**src/rtl/blink_move_pkg.sv**
```systemverilog
// Shared encodings for the BlinkAndMove LED stage: mode select codes,
// FSM state type and the default LED count.
package blink_move_pkg;

  localparam int NB_LED_DEF = 4;

  localparam logic [1:0] MODE_ROT_L = 2'b00;
  localparam logic [1:0] MODE_ROT_R = 2'b01;
  localparam logic [1:0] MODE_PP    = 2'b10;
  localparam logic [1:0] MODE_BLINK = 2'b11;

  typedef enum logic [2:0] {
    S_ROT_L   = 3'd0,
    S_ROT_R   = 3'd1,
    S_PP_L    = 3'd2,
    S_PP_R    = 3'd3,
    S_BLK_ON  = 3'd4,
    S_BLK_OFF = 3'd5
  } state_t;

endpackage

```
**src/rtl/led_mover.sv**
```systemverilog
// LED pattern mover: each qualified tick (i_enable & i_valid) advances the
// pattern by the selected mode; o_wrap pulses on wrap, bounce or blink cycle.
module led_mover
  import blink_move_pkg::*;
#(
  parameter int NB_LED  = NB_LED_DEF,
  parameter int NB_MODE = 2
) (
  input  logic               clk,
  input  logic               i_rst,
  input  logic               i_enable,
  input  logic               i_valid,
  input  logic [NB_MODE-1:0] i_mode,
  output logic [NB_LED-1:0]  o_led,
  output logic               o_dir,
  output logic               o_wrap
);

  localparam logic [NB_LED-1:0] LED_LSB = {{(NB_LED-1){1'b0}}, 1'b1};
  localparam logic [NB_LED-1:0] LED_MSB = {1'b1, {(NB_LED-1){1'b0}}};
  localparam logic [NB_LED-1:0] LED_ALL = {NB_LED{1'b1}};
  localparam logic [NB_LED-1:0] LED_OFF = {NB_LED{1'b0}};

  // Packed entry record: {state, dir, pattern}
  localparam int ENTRY_W = NB_LED + 4;

  logic [NB_LED-1:0]  led_reg, led_next;
  logic               dir_reg, dir_next;
  logic               wrap_reg, wrap_next;
  logic [NB_MODE-1:0] mode_reg, mode_next;
  state_t             state_reg, state_next;

  logic               step;
  logic               led_onehot;
  logic [NB_LED-1:0]  led_shl, led_shr, led_rol, led_ror;
  logic [ENTRY_W-1:0] entry_new, entry_cur;

  function automatic logic [ENTRY_W-1:0] entry_of(input logic [NB_MODE-1:0] m);
    logic [ENTRY_W-1:0] e;
    if (m == NB_MODE'(MODE_ROT_R))
      e = {S_ROT_R, 1'b1, LED_MSB};
    else if (m == NB_MODE'(MODE_PP))
      e = {S_PP_L, 1'b0, LED_LSB};
    else if (m == NB_MODE'(MODE_BLINK))
      e = {S_BLK_ON, 1'b0, LED_ALL};
    else
      e = {S_ROT_L, 1'b0, LED_LSB};
    return e;
  endfunction

  assign step       = i_enable & i_valid;
  assign led_onehot = (led_reg != LED_OFF) && ((led_reg & (led_reg - LED_LSB)) == LED_OFF);
  assign led_shl    = {led_reg[NB_LED-2:0], 1'b0};
  assign led_shr    = {1'b0, led_reg[NB_LED-1:1]};
  assign led_rol    = {led_reg[NB_LED-2:0], led_reg[NB_LED-1]};
  assign led_ror    = {led_reg[0], led_reg[NB_LED-1:1]};
  assign entry_new  = entry_of(i_mode);
  assign entry_cur  = entry_of(mode_reg);

  always_ff @(posedge clk) begin
    if (!i_rst) begin
      led_reg   <= LED_LSB;
      dir_reg   <= 1'b0;
      wrap_reg  <= 1'b0;
      mode_reg  <= NB_MODE'(MODE_ROT_L);
      state_reg <= S_ROT_L;
    end else begin
      led_reg   <= led_next;
      dir_reg   <= dir_next;
      wrap_reg  <= wrap_next;
      mode_reg  <= mode_next;
      state_reg <= state_next;
    end
  end

  always_comb begin
    led_next   = led_reg;
    dir_next   = dir_reg;
    wrap_next  = 1'b0;
    mode_next  = mode_reg;
    state_next = state_reg;

    if (step) begin
      if (i_mode != mode_reg) begin
        mode_next  = i_mode;
        state_next = state_t'(entry_new[ENTRY_W-1 -: 3]);
        dir_next   = entry_new[NB_LED];
        led_next   = entry_new[NB_LED-1:0];
      end else begin
        case (state_reg)
          S_ROT_L, S_ROT_R, S_PP_L, S_PP_R: begin
            if (!led_onehot) begin
              // Corrupted pattern: restart the current mode cleanly.
              state_next = state_t'(entry_cur[ENTRY_W-1 -: 3]);
              dir_next   = entry_cur[NB_LED];
              led_next   = entry_cur[NB_LED-1:0];
            end else begin
              case (state_reg)
                S_ROT_L: begin
                  led_next  = led_rol;
                  wrap_next = led_reg[NB_LED-1];
                end
                S_ROT_R: begin
                  led_next  = led_ror;
                  wrap_next = led_reg[0];
                end
                S_PP_L: begin
                  led_next = led_shl;
                  if (led_shl[NB_LED-1]) begin
                    state_next = S_PP_R;
                    dir_next   = 1'b1;
                    wrap_next  = 1'b1;
                  end
                end
                default: begin
                  led_next = led_shr;
                  if (led_shr[0]) begin
                    state_next = S_PP_L;
                    dir_next   = 1'b0;
                    wrap_next  = 1'b1;
                  end
                end
              endcase
            end
          end
          S_BLK_ON: begin
            led_next   = LED_OFF;
            state_next = S_BLK_OFF;
          end
          S_BLK_OFF: begin
            led_next   = LED_ALL;
            state_next = S_BLK_ON;
            wrap_next  = 1'b1;
          end
          default: begin
            state_next = state_t'(entry_cur[ENTRY_W-1 -: 3]);
            dir_next   = entry_cur[NB_LED];
            led_next   = entry_cur[NB_LED-1:0];
          end
        endcase
      end
    end
  end

  assign o_led  = led_reg;
  assign o_dir  = dir_reg;
  assign o_wrap = wrap_reg;

endmodule

```
**config.mk**
```make
export PLATFORM = sky130hd
export DESIGN_NAME = led_mover
export DESIGN_NICKNAME = d
export VERILOG_FILES = /design/src/rtl/blink_move_pkg.sv /design/src/rtl/led_mover.sv
export SDC_FILE = /design/constraint.sdc
export NUM_CORES = 1
export LEC_CHECK = 0
export CAP_MARGIN = 20
export CELL_PAD_IN_SITES_DETAIL_PLACEMENT = 1
export CELL_PAD_IN_SITES_GLOBAL_PLACEMENT = 2
export CORE_ASPECT_RATIO = 0.6
export CORE_UTILIZATION = 35
export CTS_BUF_LIST = sky130_fd_sc_hd__clkbuf_4
export DETAILED_ROUTE_END_ITERATION = 6
export HOLD_SLACK_MARGIN = 0.03
export PLACE_DENSITY_LB_ADDON = 0.1
export SYNTH_ARGS = -nofsm -noshare
export SYNTH_HDL_FRONTEND = slang
export SYNTH_SLANG_ARGS = --single-unit
export TNS_END_PERCENT = 20
```
**constraint.sdc**
```tcl
create_clock -name clk -period 4.7 [get_ports clk]
set_clock_uncertainty 0.1 [all_clocks]
set_input_delay 1.41 -clock clk [delete_from_list [all_inputs] [get_ports clk]]
set_output_delay 1.41 -clock clk [all_outputs]
set_load 0.02 [all_outputs]
```
==> results.toml <==
[status]
outcome = "finished, final reports clean"

[drt]
viasPerCell = 6.13
wl_per_cell_um = 18.4
ant_nets = 0
dr.pass1.iters = 4
routed_wl_mm = 3.09
drcViolationCount = 0
drt_iter0_markers = 59
vias = 1030

[die]
dieArea_mm2 = 0.00309
core_area_mm2 = 0.00261
ios = 12
std_cell_rows = 14
start_util = 0.384
die_h_um = 43.5
die_w_um = 71.1

[timing]
final_hold_viol_count = 0
fmax_mhz = 305
setup_ws_ns = 1.42
tns_ns = 0
relSlewSlack = 0.517
finalCritPeriodShare = 0.698
final_max_slew_viol_count = 0
worstMarginPinSlew_ns = 0.715
setup_viol = 0
fin_crit_ns = 3.28
grt_setup_unrepaired = "no"

[finish]
fin_util = 0.425
syn_to_final_growth_pct = 10.6
drive_gt1_frac = 0.0735
final_nets = 143
largest_register_ffs = 4
num_antenna_cells = 0
finalNonFillerCells = 168

[critical_path]
critPathLaunchType = "input port"
required_ns = 4.78
endpoint_kind = "register"
setup.worst_path.class = "in -> reg"
worst-endpoint-arrival_ns = 3.36
path_max_fanout = 14

[grt]
antenna_found_initial = 0
grt_pass1_wl_mm = 5.06
grt-ovfl-total = 0
grt_pass1_vias = 997
grt_max_degree = 18
track_usage = 0.220

[yosys]
synth-simple-area-share = 0.292
synth_edf_count = 0
synth_xor_area_frac = 0.0262
syn_avg_cell_area_um2 = 7.38
async_reset_ff_frac = 0
seq_area_frac_synth = 0.219
netlist_instances = 136
netlist_area_mm2 = 0.00100
synth_flop_cell = "dfxtp_1"
synthDistinctLibCells = 45
synth_compound_area_frac = 0.332
ys_ff_latch = 11
mappedNetlistNets = 142
synth.area.mux_share = 0.0411
synth_warnings = 0
synthAdderAreaFrac = 0
synth_top_family_by_area = "compound AO/OA/AOI/OAI gates"

[clock_network]
clk_latency_ns = 0.28
cts_buffers = 3
post_cts_resized = 0
h-tree-depth = 1
postCtsHoldBufs = 0
clockBufferDepth = 2
cts_tree = "built"
post-cts-setup-buffers = 0
clock-sinks = 11
path_clk_slew_ns = 0.08
clock-root-buffer = "clkbuf_4"

[placed_design]
io_buffer_count = 11
pre_cts_slack_ns = 1.16
place_inst = 164
gp_congestion = 0.837
post-dp-hpwl_mm = 2.34

[power]
p_per_area_mw_per_mm2 = 243
leakagePower_nw = 0.366
p_total_uw = 270
vdd_drop_max_mv = 0.0974

[hold_path]
min_path_type = "reg -> reg"

[job]
drv_cap = 0
-- final cells by class --
type / instances / area [µm²]
clock buffers: 3 / 22.5
clock inverters: 1 / 5.00
fillers: 322 / 1500
inverters: 5 / 18.8
multi-input cells: 105 / 693
flip-flops and latches: 11 / 220
well taps: 32 / 40.0
repair buffers: 11 / 110
-- logic make-up (layout without fill, tap and decap cells) --
| logic type | after synthesis | in the layout |
|---|---|---|
| compound gates | 49 | 49 |
| simple gates | 49 | 49 |
| buf+inv | 20 | 20 |
| flops | 11 | 11 |
| mux | 4 | 4 |
| xor+xnor | 3 | 3 |
-- critical path: stages --
cell             delay (ns)
clkdlybuf4s50_1        0.74
xnor2_1                0.15
and2_1                 0.23
o2111a_1               0.17
or4_1                  0.52
o211a_1                0.14
-- report_power, final --
part	switching [mW]	internal, mW	leakage, nW
Sequential	0.0173	0.0986	0.0899
Combinational	0.0461	0.0377	0.258
Clock	0.0385	0.0316	0.0177
-- final timing paths --
kind / from / end / slack, ns / depth (start not counted)
setup / recovery: i_mode[1] / state_reg[0] / 1.42 / 6
hold / removal: o_dir / o_dir / 0.47 / 2
setup reg to reg: o_led[1] / state_reg[0] / 2.40 / 4
hold reg to reg: o_dir / o_dir / 0.47 / 2
-- Yosys cell counts, drive strengths merged (3+ instances only) --
cell type | count | area [µm²]
o21ai | 12 | 60.1
clkbuf | 10 | 37.5
nand2 | 13 | 48.8
o22ai | 4 | 25.0
mux2i | 3 | 30.0
nor2 | 6 | 22.5
a21oi | 14 | 70.1
or3 | 3 | 18.8
nand3 | 3 | 15.0
nor3 | 5 | 25.0
inv | 5 | 18.8
o311ai | 3 | 26.3
nand2b | 5 | 31.3
buf | 5 | 33.8
xnor2 | 3 | 26.3
dfxtp | 11 | 220
nor4b | 3 | 47.5
-- through the flow --
step / hold slack [ns] / cell area [µm²]
2_1_floorplan: 0.485 / 1000
3_3_place_gp: 0.403 / 1080
3_5_place_dp: 0.439 / 1080
4_1_cts: 0.458 / 1110
5_1_grt: 0.546 / 1110
6_report: 0.472 / 1110
-- cells in the final DEF, fill, tap and decap left out, types with 2 or more instances in the layout --
cell type / n
o21ai_0: 12
nor3_1: 5
nand3_1: 3
nor2_1: 6
o2111a_1: 2
clkbuf_4: 3
nand2_1: 13
nand2b_1: 5
a211oi_1: 2
clkdlybuf4s50_1: 11
o22ai_1: 4
a21oi_1: 14
mux2i_1: 3
and2_1: 2
nor2b_1: 2
o311ai_0: 2
inv_1: 5
xnor2_1: 3
o211ai_1: 2
or3_1: 3
dfxtp_1: 11
-- routing by layer --
metal,part of all wire,GRT usage,up-vias
li1,-,-,503
met1,0.55,0.323,509
met2,0.41,0.325,14
met3,0.028,0.0535,4
met4,0.0075,0.0480,0
met5,0,0,-
(Power assumes the default switching activity.)
